`src/rtl/case_conv_pkg.sv`:
```
// Shared types and constants for the UART case-converter sequencer.
package case_conv_pkg;

  localparam int unsigned BYTE_W = 8;

  // Sequencer states; one byte moves through all six per transfer.
  typedef enum logic [2:0] {
    IDLE    = 3'd0,
    POP     = 3'd1,
    CAPTURE = 3'd2,
    WAIT_TX = 3'd3,
    PUSH    = 3'd4,
    SETTLE  = 3'd5
  } state_e;

  // Conversion mode encodings as seen on the mode input.
  typedef enum logic [1:0] {
    MODE_PASS   = 2'b00,
    MODE_UPPER  = 2'b01,
    MODE_LOWER  = 2'b10,
    MODE_TOGGLE = 2'b11
  } mode_e;

  localparam logic [BYTE_W-1:0] ASCII_A_UP = 8'h41;
  localparam logic [BYTE_W-1:0] ASCII_Z_UP = 8'h5A;
  localparam logic [BYTE_W-1:0] ASCII_A_LO = 8'h61;
  localparam logic [BYTE_W-1:0] ASCII_Z_LO = 8'h7A;
  localparam logic [BYTE_W-1:0] CASE_DELTA = 8'h20;

  function automatic logic is_upper(input logic [BYTE_W-1:0] c);
    return (c >= ASCII_A_UP) && (c <= ASCII_Z_UP);
  endfunction

  function automatic logic is_lower(input logic [BYTE_W-1:0] c);
    return (c >= ASCII_A_LO) && (c <= ASCII_Z_LO);
  endfunction

endpackage

```
`src/rtl/case_conv_ctrl_if.sv`:
```
// FIFO-side signal bundle of the case-converter sequencer.
// master = sequencer, slave = RX/TX FIFO pair.
interface case_conv_ctrl_if;
  import case_conv_pkg::*;

  logic              rx_empty;
  logic              rx_rd_en;
  logic [BYTE_W-1:0] rx_dout;
  logic              tx_full;
  logic              tx_wr_en;
  logic [BYTE_W-1:0] tx_din;

  modport master (
    input  rx_empty, rx_dout, tx_full,
    output rx_rd_en, tx_wr_en, tx_din
  );

  modport slave (
    output rx_empty, rx_dout, tx_full,
    input  rx_rd_en, tx_wr_en, tx_din
  );
endinterface

```
`src/rtl/case_conv_map.sv`:
```
// Purely combinational ASCII case mapping: (data, mode) -> converted byte.
// Codes outside A-Z / a-z always pass through unchanged.
module case_conv_map
  import case_conv_pkg::*;
(
  input  logic [BYTE_W-1:0] data_i,
  input  logic [1:0]        mode_i,
  output logic [BYTE_W-1:0] data_o
);

  // Apply the upper/lower rules selected by mode.
  always_comb begin
    data_o = data_i;
    case (mode_i)
      MODE_UPPER: begin
        if (is_lower(data_i)) data_o = data_i - CASE_DELTA;
      end
      MODE_LOWER: begin
        if (is_upper(data_i)) data_o = data_i + CASE_DELTA;
      end
      MODE_TOGGLE: begin
        if (is_lower(data_i))      data_o = data_i - CASE_DELTA;
        else if (is_upper(data_i)) data_o = data_i + CASE_DELTA;
      end
      default: data_o = data_i;
    endcase
  end

endmodule

```
`src/rtl/case_conv_ctrl.sv`:
```
// RX FIFO -> case conversion -> TX FIFO sequencer.
// Optional statistics counters are enabled by defining CASE_CONV_STATS_EN.
module case_conv_ctrl
  import case_conv_pkg::*;
#(
  parameter int unsigned DATA_WIDTH = 8
`ifdef CASE_CONV_STATS_EN
  ,
  parameter int unsigned CNT_WIDTH  = 16
`endif
) (
  input  logic              clk,
  input  logic              rst,
  input  logic              enable,
  input  logic [1:0]        mode,
  case_conv_ctrl_if.master  fifo,
  output logic              busy
`ifdef CASE_CONV_STATS_EN
  ,
  input  logic                 stats_clr,
  output logic [CNT_WIDTH-1:0] byte_cnt,
  output logic [CNT_WIDTH-1:0] conv_cnt,
  output logic [CNT_WIDTH-1:0] stall_cnt
`endif
);

  state_e                state_q, state_d;
  logic [DATA_WIDTH-1:0] data_q, data_d;
  logic [1:0]            mode_q, mode_d;
  logic [DATA_WIDTH-1:0] tx_din_q, tx_din_d;
  logic [DATA_WIDTH-1:0] conv;

  case_conv_map u_map (
    .data_i (data_q),
    .mode_i (mode_q),
    .data_o (conv)
  );

  // State and datapath registers.
  always_ff @(posedge clk) begin
    if (rst) begin
      state_q  <= IDLE;
      data_q   <= '0;
      mode_q   <= '0;
      tx_din_q <= '0;
    end else begin
      state_q  <= state_d;
      data_q   <= data_d;
      mode_q   <= mode_d;
      tx_din_q <= tx_din_d;
    end
  end

  // Next-state and datapath loads. tx_din is registered while waiting for
  // TX space so that it already holds the converted byte during PUSH.
  always_comb begin
    state_d  = state_q;
    data_d   = data_q;
    mode_d   = mode_q;
    tx_din_d = tx_din_q;
    case (state_q)
      IDLE:    if (enable && !fifo.rx_empty) state_d = POP;
      POP:     state_d = CAPTURE;
      CAPTURE: begin
        data_d  = fifo.rx_dout;
        mode_d  = mode;
        state_d = WAIT_TX;
      end
      WAIT_TX: begin
        tx_din_d = conv;
        if (!fifo.tx_full) state_d = PUSH;
      end
      PUSH:    state_d = SETTLE;
      SETTLE:  state_d = IDLE;
      default: state_d = IDLE;
    endcase
  end

  assign fifo.rx_rd_en = (state_q == POP);
  assign fifo.tx_wr_en = (state_q == PUSH);
  assign fifo.tx_din   = tx_din_q;
  assign busy          = (state_q != IDLE);

`ifdef CASE_CONV_STATS_EN
  logic [CNT_WIDTH-1:0] byte_cnt_q, byte_cnt_d;
  logic [CNT_WIDTH-1:0] conv_cnt_q, conv_cnt_d;
  logic [CNT_WIDTH-1:0] stall_cnt_q, stall_cnt_d;

  // Statistics registers.
  always_ff @(posedge clk) begin
    if (rst) begin
      byte_cnt_q  <= '0;
      conv_cnt_q  <= '0;
      stall_cnt_q <= '0;
    end else begin
      byte_cnt_q  <= byte_cnt_d;
      conv_cnt_q  <= conv_cnt_d;
      stall_cnt_q <= stall_cnt_d;
    end
  end

  // Saturating increments; clear takes priority over any increment.
  always_comb begin
    byte_cnt_d  = byte_cnt_q;
    conv_cnt_d  = conv_cnt_q;
    stall_cnt_d = stall_cnt_q;
    if (stats_clr) begin
      byte_cnt_d  = '0;
      conv_cnt_d  = '0;
      stall_cnt_d = '0;
    end else begin
      if (state_q == PUSH) begin
        if (byte_cnt_q != '1) byte_cnt_d = byte_cnt_q + CNT_WIDTH'(1);
        if ((tx_din_q != data_q) && (conv_cnt_q != '1))
          conv_cnt_d = conv_cnt_q + CNT_WIDTH'(1);
      end
      if ((state_q == WAIT_TX) && fifo.tx_full && (stall_cnt_q != '1))
        stall_cnt_d = stall_cnt_q + CNT_WIDTH'(1);
    end
  end

  assign byte_cnt  = byte_cnt_q;
  assign conv_cnt  = conv_cnt_q;
  assign stall_cnt = stall_cnt_q;
`else
  // Statistics counters are not built in this configuration.
`endif

endmodule
```
`src/flat_wrapper.sv`:
```
// flat-port wrapper written by rule: the top's interface ports become plain ports
module case_conv_ctrl_flat import case_conv_pkg::*;
#(
  parameter int unsigned DATA_WIDTH = 8

)
  (clk, rst, enable, mode, busy, fifo_rx_empty, fifo_rx_dout, fifo_tx_full, fifo_rx_rd_en, fifo_tx_wr_en, fifo_tx_din);
  case_conv_ctrl_if fifo_i ();
  input  logic clk;
  input  logic rst;
  input  logic enable;
  input  logic [1:0] mode;
  output logic busy;
  input wire logic [$bits(fifo_i.rx_empty)-1:0] fifo_rx_empty;
  input wire logic [$bits(fifo_i.rx_dout)-1:0] fifo_rx_dout;
  input wire logic [$bits(fifo_i.tx_full)-1:0] fifo_tx_full;
  output wire logic [$bits(fifo_i.rx_rd_en)-1:0] fifo_rx_rd_en;
  output wire logic [$bits(fifo_i.tx_wr_en)-1:0] fifo_tx_wr_en;
  output wire logic [$bits(fifo_i.tx_din)-1:0] fifo_tx_din;
  assign fifo_i.rx_empty = fifo_rx_empty;
  assign fifo_i.rx_dout = fifo_rx_dout;
  assign fifo_i.tx_full = fifo_tx_full;
  assign fifo_rx_rd_en = fifo_i.rx_rd_en;
  assign fifo_tx_wr_en = fifo_i.tx_wr_en;
  assign fifo_tx_din = fifo_i.tx_din;
  case_conv_ctrl #(.DATA_WIDTH(DATA_WIDTH)) u_core (.clk(clk), .rst(rst), .enable(enable), .mode(mode), .fifo(fifo_i), .busy(busy));
endmodule
```
`config.mk`:
```
export PLATFORM = sky130hd
export DESIGN_NAME = case_conv_ctrl_flat
export DESIGN_NICKNAME = d
export VERILOG_FILES = /design/src/rtl/case_conv_pkg.sv /design/src/rtl/case_conv_ctrl_if.sv /design/src/rtl/case_conv_map.sv /design/src/rtl/case_conv_ctrl.sv /design/src/flat_wrapper.sv
export SDC_FILE = /design/constraint.sdc
export NUM_CORES = 1
export LEC_CHECK = 0
export CORE_MARGIN = 2
export CORE_UTILIZATION = 51
export DETAILED_ROUTE_END_ITERATION = 16
export PLACE_DENSITY = 0.93
export SLEW_MARGIN = 20
export SYNTH_ARGS = -nofsm -noshare
export SYNTH_HDL_FRONTEND = slang
export SYNTH_HIERARCHICAL = 1
export SYNTH_SLANG_ARGS = --single-unit
```
`constraint.sdc`:
```
create_clock -name clk -period 4.65 [get_ports clk]
set_clock_uncertainty 0.15 [all_clocks]
set_input_delay 0.465 -clock clk [delete_from_list [all_inputs] [get_ports clk]]
set_output_delay 0.465 -clock clk [all_outputs]
set_load 0.01 [all_outputs]
```
Word-level counts from Yosys, hierarchy flattened
Cells that the tools add are included.
{ "totals": {"reg_bits": 21, "out_inout_bits": 11, "input_bits": 15, "latchBits": 0, "mem_bits_rw": 0, "rom_bits": 0, "memories": 0} }
{ "op_classes": {"n_shift": 0, "bitwise": 0, "muxes": 7, "multipliers": 0, "add_sub_neg": 2, "div_mod_pow": 0, "n_eq_ne": 9, "magnitude_cmp": 4, "reduce_logical": 7} }
{ "op_table": {"columns": ["operator", "count"], "rows": [
  ["8-bit 2-to-1 mux", 3],
  ["8-bit case mux with 3 select lines", 1],
  ["8-bit by 7-bit >= comparator with 1-bit output (second input constant)", 2],
  ["8-bit by 7-bit less-or-equal comparator with 1-bit output (second input constant)", 2],
  ["3-bit case mux with 5 select lines", 1],
  ["8-bit by 6-bit adder with 8-bit output (second input constant)", 1],
  ["8-bit by 6-bit subtractor with 8-bit output (second input constant)", 1],
  ["3-bit by 2-bit equality test with 1-bit output (second input constant)", 2],
  ["3-bit 2-to-1 mux", 2],
  ["2-bit equality test (second input constant)", 2],
  ["3-bit by 1-bit equality test with 1-bit output (second input constant)", 1],
  ["3-bit equality test (second input constant)", 1],
  ["1-bit logical AND", 3],
  ["3-bit zero test", 1],
  ["3-bit nonzero test", 1],
  ["2-bit by 1-bit equality test with 1-bit output (second input constant)", 1],
  ["2-bit by 1-bit != test with 1-bit output (second input constant)", 1],
  ["2-bit != test (second input constant)", 1],
  ["2-bit AND reduction", 1],
  ["1-bit zero test", 1]
]} }

Depth between registers and ports, before layout
Gate-level depths: netlist (run 1).
{ "depth": {"depth_word": 5, "ltp_mapped": 8} }

Cells and area by module
Netlist (run 1), hierarchy kept.
{ "by_module_without_submodules": {"columns": ["mod", "cells_per_inst", "area_per_inst_um2", "n_inst"], "rows": [
  ["case_conv_ctrl", 99, 822.0, 1],
  ["case_conv_map", 33, 229.0, 1]
]} }

Least setup slack after synthesis (run 1)
OpenSTA, ideal clock, no wires.
{ "synth_timing": {"path_kind": "register -> register", "startpoint": "reg u_core.data_q[5]", "endpoint": "reg u_core.tx_din_q[7], in the netlist u_core/fifo.tx_din[7]", "arrival_time_ps": 1417, "path_buffers": 0, "setup_slack_ps": 3013, "stages_incl_launch_ff": 9, "period_less_slack_ps": 1637, "setup_time_ps": 70, "path_cell_list": "dfxtp_1 -> inv_1 -> ha_1 -> nand4_1 -> nor3_1 -> o221ai_1 -> o31ai_1 -> nand2_1 -> a21oi_1"} }
{ "synth_via": {"elab_chain_len": 5, "elab_cells_between_ends": 12, "cone_classes": "2 x add/sub; 4 x order compare; 4 x mux; 2 x reduce/logical"} }
{ "synth_lines": {"columns": ["element", "line", "rtl"], "rows": [
  ["from (decl)", "case_conv_ctrl.sv:28", "logic [DATA_WIDTH-1:0] data_q, data_d;"],
  ["from (signal assigned)", "case_conv_ctrl.sv:48", "data_q <= data_d;"],
  ["8-bit by 7-bit >= comparator with 1-bit output / 8-bit by 7-bit less-or-equal comparator with 1-bit output (equally long branches)", "case_conv_pkg.sv:31", "return (c >= ASCII_A_UP) && (c <= ASCII_Z_UP);"],
  ["1-bit logical AND", "case_conv_pkg.sv:31", null],
  ["8-bit 2-to-1 mux", "case_conv_map.sv:19, case_conv_map.sv:23", null],
  ["8-bit 2-to-1 mux", "case_conv_map.sv:22", "if (is_lower(data_i)) data_o = data_i - CASE_DELTA;"],
  ["8-bit case mux with 3 select lines *", "case_conv_map.sv:14", "case (mode_i)"],
  ["net u_core.conv[7]", "case_conv_ctrl.sv:31", "logic [DATA_WIDTH-1:0] conv;"],
  ["to (signal assigned)", "case_conv_ctrl.sv:50", "tx_din_q <= tx_din_d;"],
  ["to (decl)", "case_conv_ctrl.sv:30", "logic [DATA_WIDTH-1:0] tx_din_q, tx_din_d;"]
]} }
Mark *: on every way through the listed nets, which the timed path passes. The rest lies on a longest branch.
A chain may end at the register's enable or synchronous reset.

Worst setup path after layout (run 1)
{ "layout_timing": {"startpoint": "reg u_core.state_q[0]", "endpoint": "out fifo_rx_rd_en"} }
{ "layout_via": {"elab_chain_len": 1} }
{ "layout_lines": {"columns": ["element", "line", "rtl"], "rows": [
  ["from (decl)", "case_conv_ctrl.sv:27", "state_e state_q, state_d;"],
  ["from (signal assigned)", "case_conv_ctrl.sv:47", "state_q <= state_d;"],
  ["3-bit by 1-bit equality test with 1-bit output", "case_conv_ctrl.sv:79", "assign fifo.rx_rd_en = (state_q == POP);"],
  ["to (decl)", "flat_wrapper.sv:17", "output wire logic [$bits(fifo_i.rx_rd_en)-1:0] fifo_rx_rd_en;"]
]} }
No other way between the ends.

==> impl_results.md, run 1 <==
- Reg clk slew, reported paths: 0.12 ns
- Synth warnings: 6
- Finished Cell Area: approximately 0.0013 mm^2
- Layout cell share with drive strength beyond 1: 0.0403
- I/O Buffers: 25
- Wirelength per Cell: 12.5 um
- Pin count of the biggest net entering global routing: 22
- Tightest Hold Check Type: reg2reg
- FMAX: 441 MHz
- Critical path data required time: 4.03 ns
- Placed instance count: 172
- CTS root buf: clkbuf_4
- Number of synthesized flops with an enable pin: 0
- Iteration-0 DRC Markers: 39
- Die height: 49.4 um
- Synth-to-Final Area Change: 21.5%
- Slew HR: 0.513
- Post-synth cell types: 35
- Outcome: finished, final reports clean
- Ant diodes: 0
- GRT Overall Usage: 0.181
- Final core utilization: 0.651
- Period Utilization, post-route: 0.488
- Hold slack: 0.313 ns
- Avg Inst Size Synth: 7.96 um^2
- Setup Buffers After CTS: 0
- Core area: 0.00196 mm^2
- Synthesized Nets: 150
- Number of global-route vias before repair: 915
- CP endpoint kind: output port
- Post-synth ARST share: 0
- CP Class: reg2out
- Total Wirelength: 2200 um
- Via count: between 900 and 1000
- Maximum VDD drop: roughly 0.00018 V
- Cells after Synth: around 130
- CTS Hold Bufs: 0
- Yosys top cell by area: dfxtp_1
- Pwr/cell area: 264 mW/mm^2
- CTS sink count: 21
- Register area: roughly 420 um^2
- # rows: 16
- Static leakage: 0.464 nW
- Peak fanout along the critical path: 10
- Via density per instance: ~5.5
- Global-route wire length before repair: approximately 3600 um
- Main flop type after synthesis: dfxtp_1
- Seq cells post-synth: 21
- Clock latency on the worst-skew pair: 0.30 ns
- Arrival @ worst endpoint: around 1.7 ns
- Nets: around 170
- Placer congestion estimate: 0.825
- Post-layout min period: 2.27 ns
- Setup repair after global routing missed its margin: false
- # setup viols final: 0
- Die width: 49.4 um
- CTS Buf Count: 3
- DR DRC count: 0
- IO Count: 26
- Synth top area share: 0.400
- Global-route track usage on met3: 0.0215
- Total gr overflow: 0
- M1 GR Usage: 0.220
- Mapped Area: around 0.0011 mm^2
- Slew @ Worst Pin: 0.728 ns
- Initial antenna violation count: 0
- Post-Layout Cell Count: 176
- Met2 Track Usage GR: 0.313
- TNS Setup: 0 ns
- Fin. max-slew vios: 0
- Initial Utilization: 0.536
- DRT antenna net count: 0
- GR peak layer: met2
- Post-cts sizing count: 0
- Critical Path Source Type: flip-flop
- DP Area: 0.00125 mm^2
- Clock Path Buffers: 2
- CTS tree: built
- Htree depth: 1
- Register area share after synthesis: 0.400
- Filler cells: 187
- Max-cap viol count: 0
- Fin. Hold Viols: 0
- DIE AREA: 0.00244 mm^2
- Multi-input gate area: ~530 um^2
- HPWL Detailed: 1590 um
- First-pass DRT Iterations: 4
- Ranking of synthesized cells by area: dfxtp_1 40%, nand2_1 14%, a21oi_1 9.0%
==> cell usage after synthesis (2+ instances only) <==
library cell	count
buf_6	2
nor3_1	3
o31ai_1	2
inv_1	3
and3b_1	2
nor2_1	5
a21oi_1	19
buf_4	6
nand3b_1	2
dfxtp_1	21
nand2_1	38
ha_1	3
a31oi_1	3
clkbuf_1	2
==> power breakdown <==
part	switching (W)	internal, W
Combinational	0.0000242	0.0000272
Sequential	0.0000110	0.000187
Clock	0.0000557	0.0000320
Total	0.0000909	0.000246
==> critical path, stage by stage (launching register included) <==
cell and delay, ns:
dfxtp_1 0.54, nor3b_1 0.25, clkdlybuf4s50_1 0.57
==> state kept, by name (all words and copies together), names as in the netlist <==
| name | cells |
|---|---|
| u_core/data_q | 8 |
| u_core/fifo.tx_din | 8 |
| u_core/mode_q | 2 |
| u_core/state_q | 3 |
==> placed cells by master, fill, tap and decap left out, drive strengths merged <==
master and count:
o21a 1, nor4bb 1, and3b 2, nand2 38, nor2b 1, and3 1, o221ai 1, a21o 2
a21oi 19, a21boi 1, clkinv 1, nand3b 2, a41oi 1, clkdlybuf4s50 25, or3b 1, ha 3
nand4 1, a31oi 3, nor2 5, inv 3, nor4 1, and2 1, o31ai 2, dfxtp 21
o211a 1, or3 1, a2111oi 1, nor3b 2, nor3 3, a311oi 1, clkbuf 3
==> logic make-up (layout without fill, tap and decap cells) <==
group	after synthesis	count (layout)	share of synthesized area
and+or+nand+nor	60	60	0.277
DFF	21	21	0.400
buffers and inverters	15	32	0.0917
AOI/OAI and AO/OA	33	33	0.195
adders and majority gates	3	3	0.0357
==> stage by stage <==
stage | total power [W] | setup slack (ns)
6_report | 0.000337 | 2.38
3_3_place_gp | 0.000248 | 2.72
5_1_grt | 0.000352 | 2.29
4_1_cts | 0.000337 | 2.37
3_5_place_dp | 0.000252 | 2.65
2_1_floorplan | 0.000235 | 3.01
==> per-layer routing <==
layer | share of wire | up-vias
met5 | 0 | -
met4 | 0.0077 | 0
met3 | 0.048 | 4
met2 | 0.50 | 33
met1 | 0.45 | 439
li1 | - | 488
==> layout make-up <==
| type | count | area share |
|---|---|---|
| Multi-Input combinational cell | 96 | 0.418 |
| Sequential cell | 21 | 0.329 |
| Timing Repair Buffer | 25 | 0.196 |
| Tap cell | 27 | 0.0264 |
| Clock buffer | 3 | 0.0176 |
| Inverter | 3 | 0.00881 |
| Clock inverter | 1 | 0.00392 |
==> path summary, 6_finish.rpt <==
kind	cells past startpoint	startpoint	slack, ns	to
worst max-delay path	2	u_core/state_q[0]$_SDFFE_PP0P_	2.38	fifo_rx_rd_en
worst min-delay path	2	u_core/fifo.tx_din[4]$_SDFFE_PP0N_	0.31	u_core/fifo.tx_din[4]$_SDFFE_PP0N_
worst min register to register	2	u_core/fifo.tx_din[4]$_SDFFE_PP0N_	0.31	u_core/fifo.tx_din[4]$_SDFFE_PP0N_
worst max register to register	7	u_core/data_q[6]$_SDFFE_PP0N_	2.66	u_core/fifo.tx_din[7]$_SDFFE_PP0N_
Note: power is estimated with default switching activity, not from simulation.
==> inputs of run 2 (changes only) <==
--- a/config.mk
+++ b/config.mk
@@ -6,9 +6,9 @@
 export NUM_CORES = 1
 export LEC_CHECK = 0
 export CORE_MARGIN = 2
-export CORE_UTILIZATION = 51
+export CORE_UTILIZATION = 48
 export DETAILED_ROUTE_END_ITERATION = 16
-export PLACE_DENSITY = 0.93
+export PLACE_DENSITY = 0.89
 export SLEW_MARGIN = 20
 export SYNTH_ARGS = -nofsm -noshare
 export SYNTH_HDL_FRONTEND = slang
==> constraint.sdc (replaced) <==
create_clock -name clk -period 2.3 [get_ports clk]
set_clock_uncertainty 0.15 [all_clocks]
set_input_delay 0.23 -clock clk [delete_from_list [all_inputs] [get_ports clk]]
set_output_delay 0.23 -clock clk [all_outputs]
set_load 0.01 [all_outputs]
==> run 2 against run 1 <==
  * Critical path depth is the same
  * Non-clock buffer count is 1 higher
  * Die area grew 5.7%
  * Core utilization shrank 1.6 points
==> impl_results.md, run 2 (same netlist as run 1, synthesis figures left out) <==
- Outcome: finished, final reports clean (unchanged)
- RR Endpoint: u_core/fifo.tx_din[7]$_SDFFE_PP0N_ (unchanged)
- Number of global-route vias before repair: 943 (was 915)
- Internal power: 0.000500 W (was 0.000246 W)
- Cell depth of the worst hold path: 2 (unchanged)
- Die width: 50.8 um (was 49.4 um)
- Most frequent cells in the layout: 38 x nand2_1, 25 x clkdlybuf4s50_1, 21 x dfxtp_1 (unchanged)
- DP Worst Slack: 0.443 ns (was 2.65 ns)
- Period Utilization, post-route: 0.866
- First-pass DRT Iterations: 4 (unchanged)
- Pin count of the biggest net entering global routing: 13 (was 22)
- Total Wirelength: 2260 um (was 2200 um)
- Via count: 974 (was 964)
- Placer congestion estimate: 1.01 (was 0.825)
- # setup viols final: 0 (unchanged)
- Setup repair after global routing missed its margin: false (unchanged)
- Global-route wire length before repair: 3860 um (was 3580 um)
- Initial antenna violation count: 0 (unchanged)
- CTS sink count: 21 (unchanged)
- Slew @ Worst Pin: 0.427 ns (was 0.728 ns)
- Fin. Hold Viols: 0 (unchanged)
- Commonest non-fill, non-tap cell in the layout: nand2_1 (unchanged)
- Layout cell share with drive strength beyond 1: 0.0400 (was 0.0403)
- Reg clk slew, reported paths: 0.11 ns (was 0.12 ns)
- Die height: 50.8 um (was 49.4 um)
- Sw frac: 0.258 (was 0.270)
- CTS Buf Count: 3 (unchanged)
- Max-cap viol count: 0 (unchanged)
- Critical Path Source Type: flip-flop (unchanged)
- TNS Setup: 0 ns (unchanged)
- Filler cells: 191 (was 187)
- Slew HR: 0.715 (was 0.513)
- Pwr/cell area: 525 mW/mm^2 (was 264 mW/mm^2)
- Clk pwr share: 0.254 (was 0.260)
- CTS root buf: clkbuf_4 (unchanged)
- Reg-to-reg startpoint: u_core/data_q[5]$_SDFFE_PP0N_ (was u_core/data_q[6]$_SDFFE_PP0N_)
- Worst hold endpoint: u_core/fifo.tx_din[5]$_SDFFE_PP0N_ (was u_core/fifo.tx_din[4]$_SDFFE_PP0N_)
- Tot Pwr: 0.000674 W (was 0.000337 W)
- CP endpoint kind: output port (unchanged)
- HP Start: u_core/fifo.tx_din[5]$_SDFFE_PP0N_ (was u_core/fifo.tx_din[4]$_SDFFE_PP0N_)
- Arrival @ worst endpoint: 1.61 ns (was 1.65 ns)
- Critical Path Max Stage Delay: 0.49 ns (was 0.57 ns)
- DIE AREA: 0.00258 mm^2 (was 0.00244 mm^2)
- GRT Overall Usage: 0.194 (was 0.181)
- CTS tree: built (unchanged)
- Clock latency on the worst-skew pair: 0.29 ns (was 0.30 ns)
- Post-layout min period: 1.99 ns
- Sequential Power Share: 0.593 (was 0.587)
- I/O Buffers: 25 (unchanged)
- # rows: 16 (unchanged)
- Number of cells on the worst reg-to-reg path: 8 (was 7)
- Ant diodes: 0 (unchanged)
- DR DRC count: 0 (unchanged)
- Iteration-0 DRC Markers: 26 (was 39)
- Cell Chain, Critical Path: or3_1, clkdlybuf4s50_1 (was nor3b_1, clkdlybuf4s50_1)
- Slowest cell on crit path: clkdlybuf4s50_1 (unchanged)
- Clock Path Buffers: 2 (unchanged)
- R2r setup slk: 0.38 ns (was 2.66 ns)
- Peak fanout along the critical path: 12 (was 10)
- Power share of the combinational group: 0.153 (about the same)
- Core area: 0.00202 mm^2 (was 0.00196 mm^2)
- Switching power: 0.000174 W (was 0.0000909 W)
- Nets: 169 (was 168)
- Wirelength per Cell: 12.8 um (was 12.5 um)
- HPWL Detailed: 1690 um (was 1590 um)
- Static leakage: 0.466 nW (was 0.464 nW)
- Fin. max-slew vios: 0 (unchanged)
- CTS Hold Bufs: 0 (unchanged)
- DRT antenna net count: 0 (unchanged)
- Post-route worst setup slack: 0.309 ns (was 2.38 ns)
- Synth-to-Final Area Change: 22.1% (was 21.5%)
- Via density per instance: 5.50 (was 5.48)
- Htree depth: 1 (unchanged)
- CP Class: reg2out (unchanged)
- Tightest Hold Check Type: reg2reg (unchanged)
- Initial Utilization: 0.520 (was 0.536)
- FMAX: around 500 MHz
- Maximum VDD drop: 0.000322 V (was 0.000180 V)
- Setup Buffers After CTS: 0 (unchanged)
- Total gr overflow: 0 (unchanged)
- Critical path data required time: 1.92 ns (was 4.03 ns)
- IO Count: 26 (unchanged)
- Post-cts sizing count: 0 (unchanged)
## run 2: cell type report
| class | instances | area [um^2] | share of cell area |
|---|---|---|---|
| clock buffer | 4 | 26.3 | 0.0205 |
| inverter | 3 | 11.3 | 0.00877 |
| multi-input combinational | 96 | 534 | 0.416 |
| sequential | 21 | 420 | 0.327 |
| tap | 27 | 33.8 | 0.0263 |
| timing repair buffer | 26 | 258 | 0.201 |
## run 2: critical path, delay by kind of cell (launching register included)
family                 cells  cell delay (ns)
DFF                        1             0.44
and+or+nand+nor            1             0.39
buffers and inverters      1             0.49
## run 2: power by group through the flow
stage	Sequential, W	Combinational [W]	Clock (W)
after global routing	0.000403	0.000114	0.000192
after CTS	0.000400	0.000103	0.000177
after detailed placement	0.000408	0.000102	0
after floorplan	0.000397	0.0000775	0
after global placement	0.000407	0.0000995	0
final	0.000400	0.000103	0.000171
## run 2: worst max path at each step
stage                                              end                      startpoint  cells past startpoint  slack, ns
floorplan           u_core/fifo.tx_din[7]$_SDFFE_PP0N_   u_core/data_q[5]$_SDFFE_PP0N_                      8       0.66
global placement    u_core/fifo.tx_din[7]$_SDFFE_PP0N_   u_core/data_q[5]$_SDFFE_PP0N_                      8       0.58
detailed placement  u_core/fifo.tx_din[7]$_SDFFE_PP0N_   u_core/data_q[5]$_SDFFE_PP0N_                      8       0.44
CTS                                      fifo_rx_rd_en  u_core/state_q[0]$_SDFFE_PP0P_                      2       0.28
global route                             fifo_rx_rd_en  u_core/state_q[0]$_SDFFE_PP0P_                      2       0.21
finish                                            busy  u_core/state_q[2]$_SDFFE_PP0P_                      2       0.31
## run 2: metal layers
layer  wire [um]  vias up  global-route usage
met5           0        -                   0
met4          19        0              0.0766
met3         107        5              0.0327
met2        1150       34               0.362
met1         983      446               0.215
li1            -      489                   -
## run 2: per-stage QoR
step | hold slack, ns | utilization | area, um^2 | instances
after floorplan | 0.172 | - | 1050 | 132
after global placement | 0.293 | 0.622 | 1260 | 173
after CTS | 0.315 | 0.635 | 1280 | 177
final | 0.312 | 0.635 | 1280 | 177
after detailed placement | 0.299 | 0.622 | 1260 | 173
after global routing | 0.319 | 0.635 | 1280 | 177
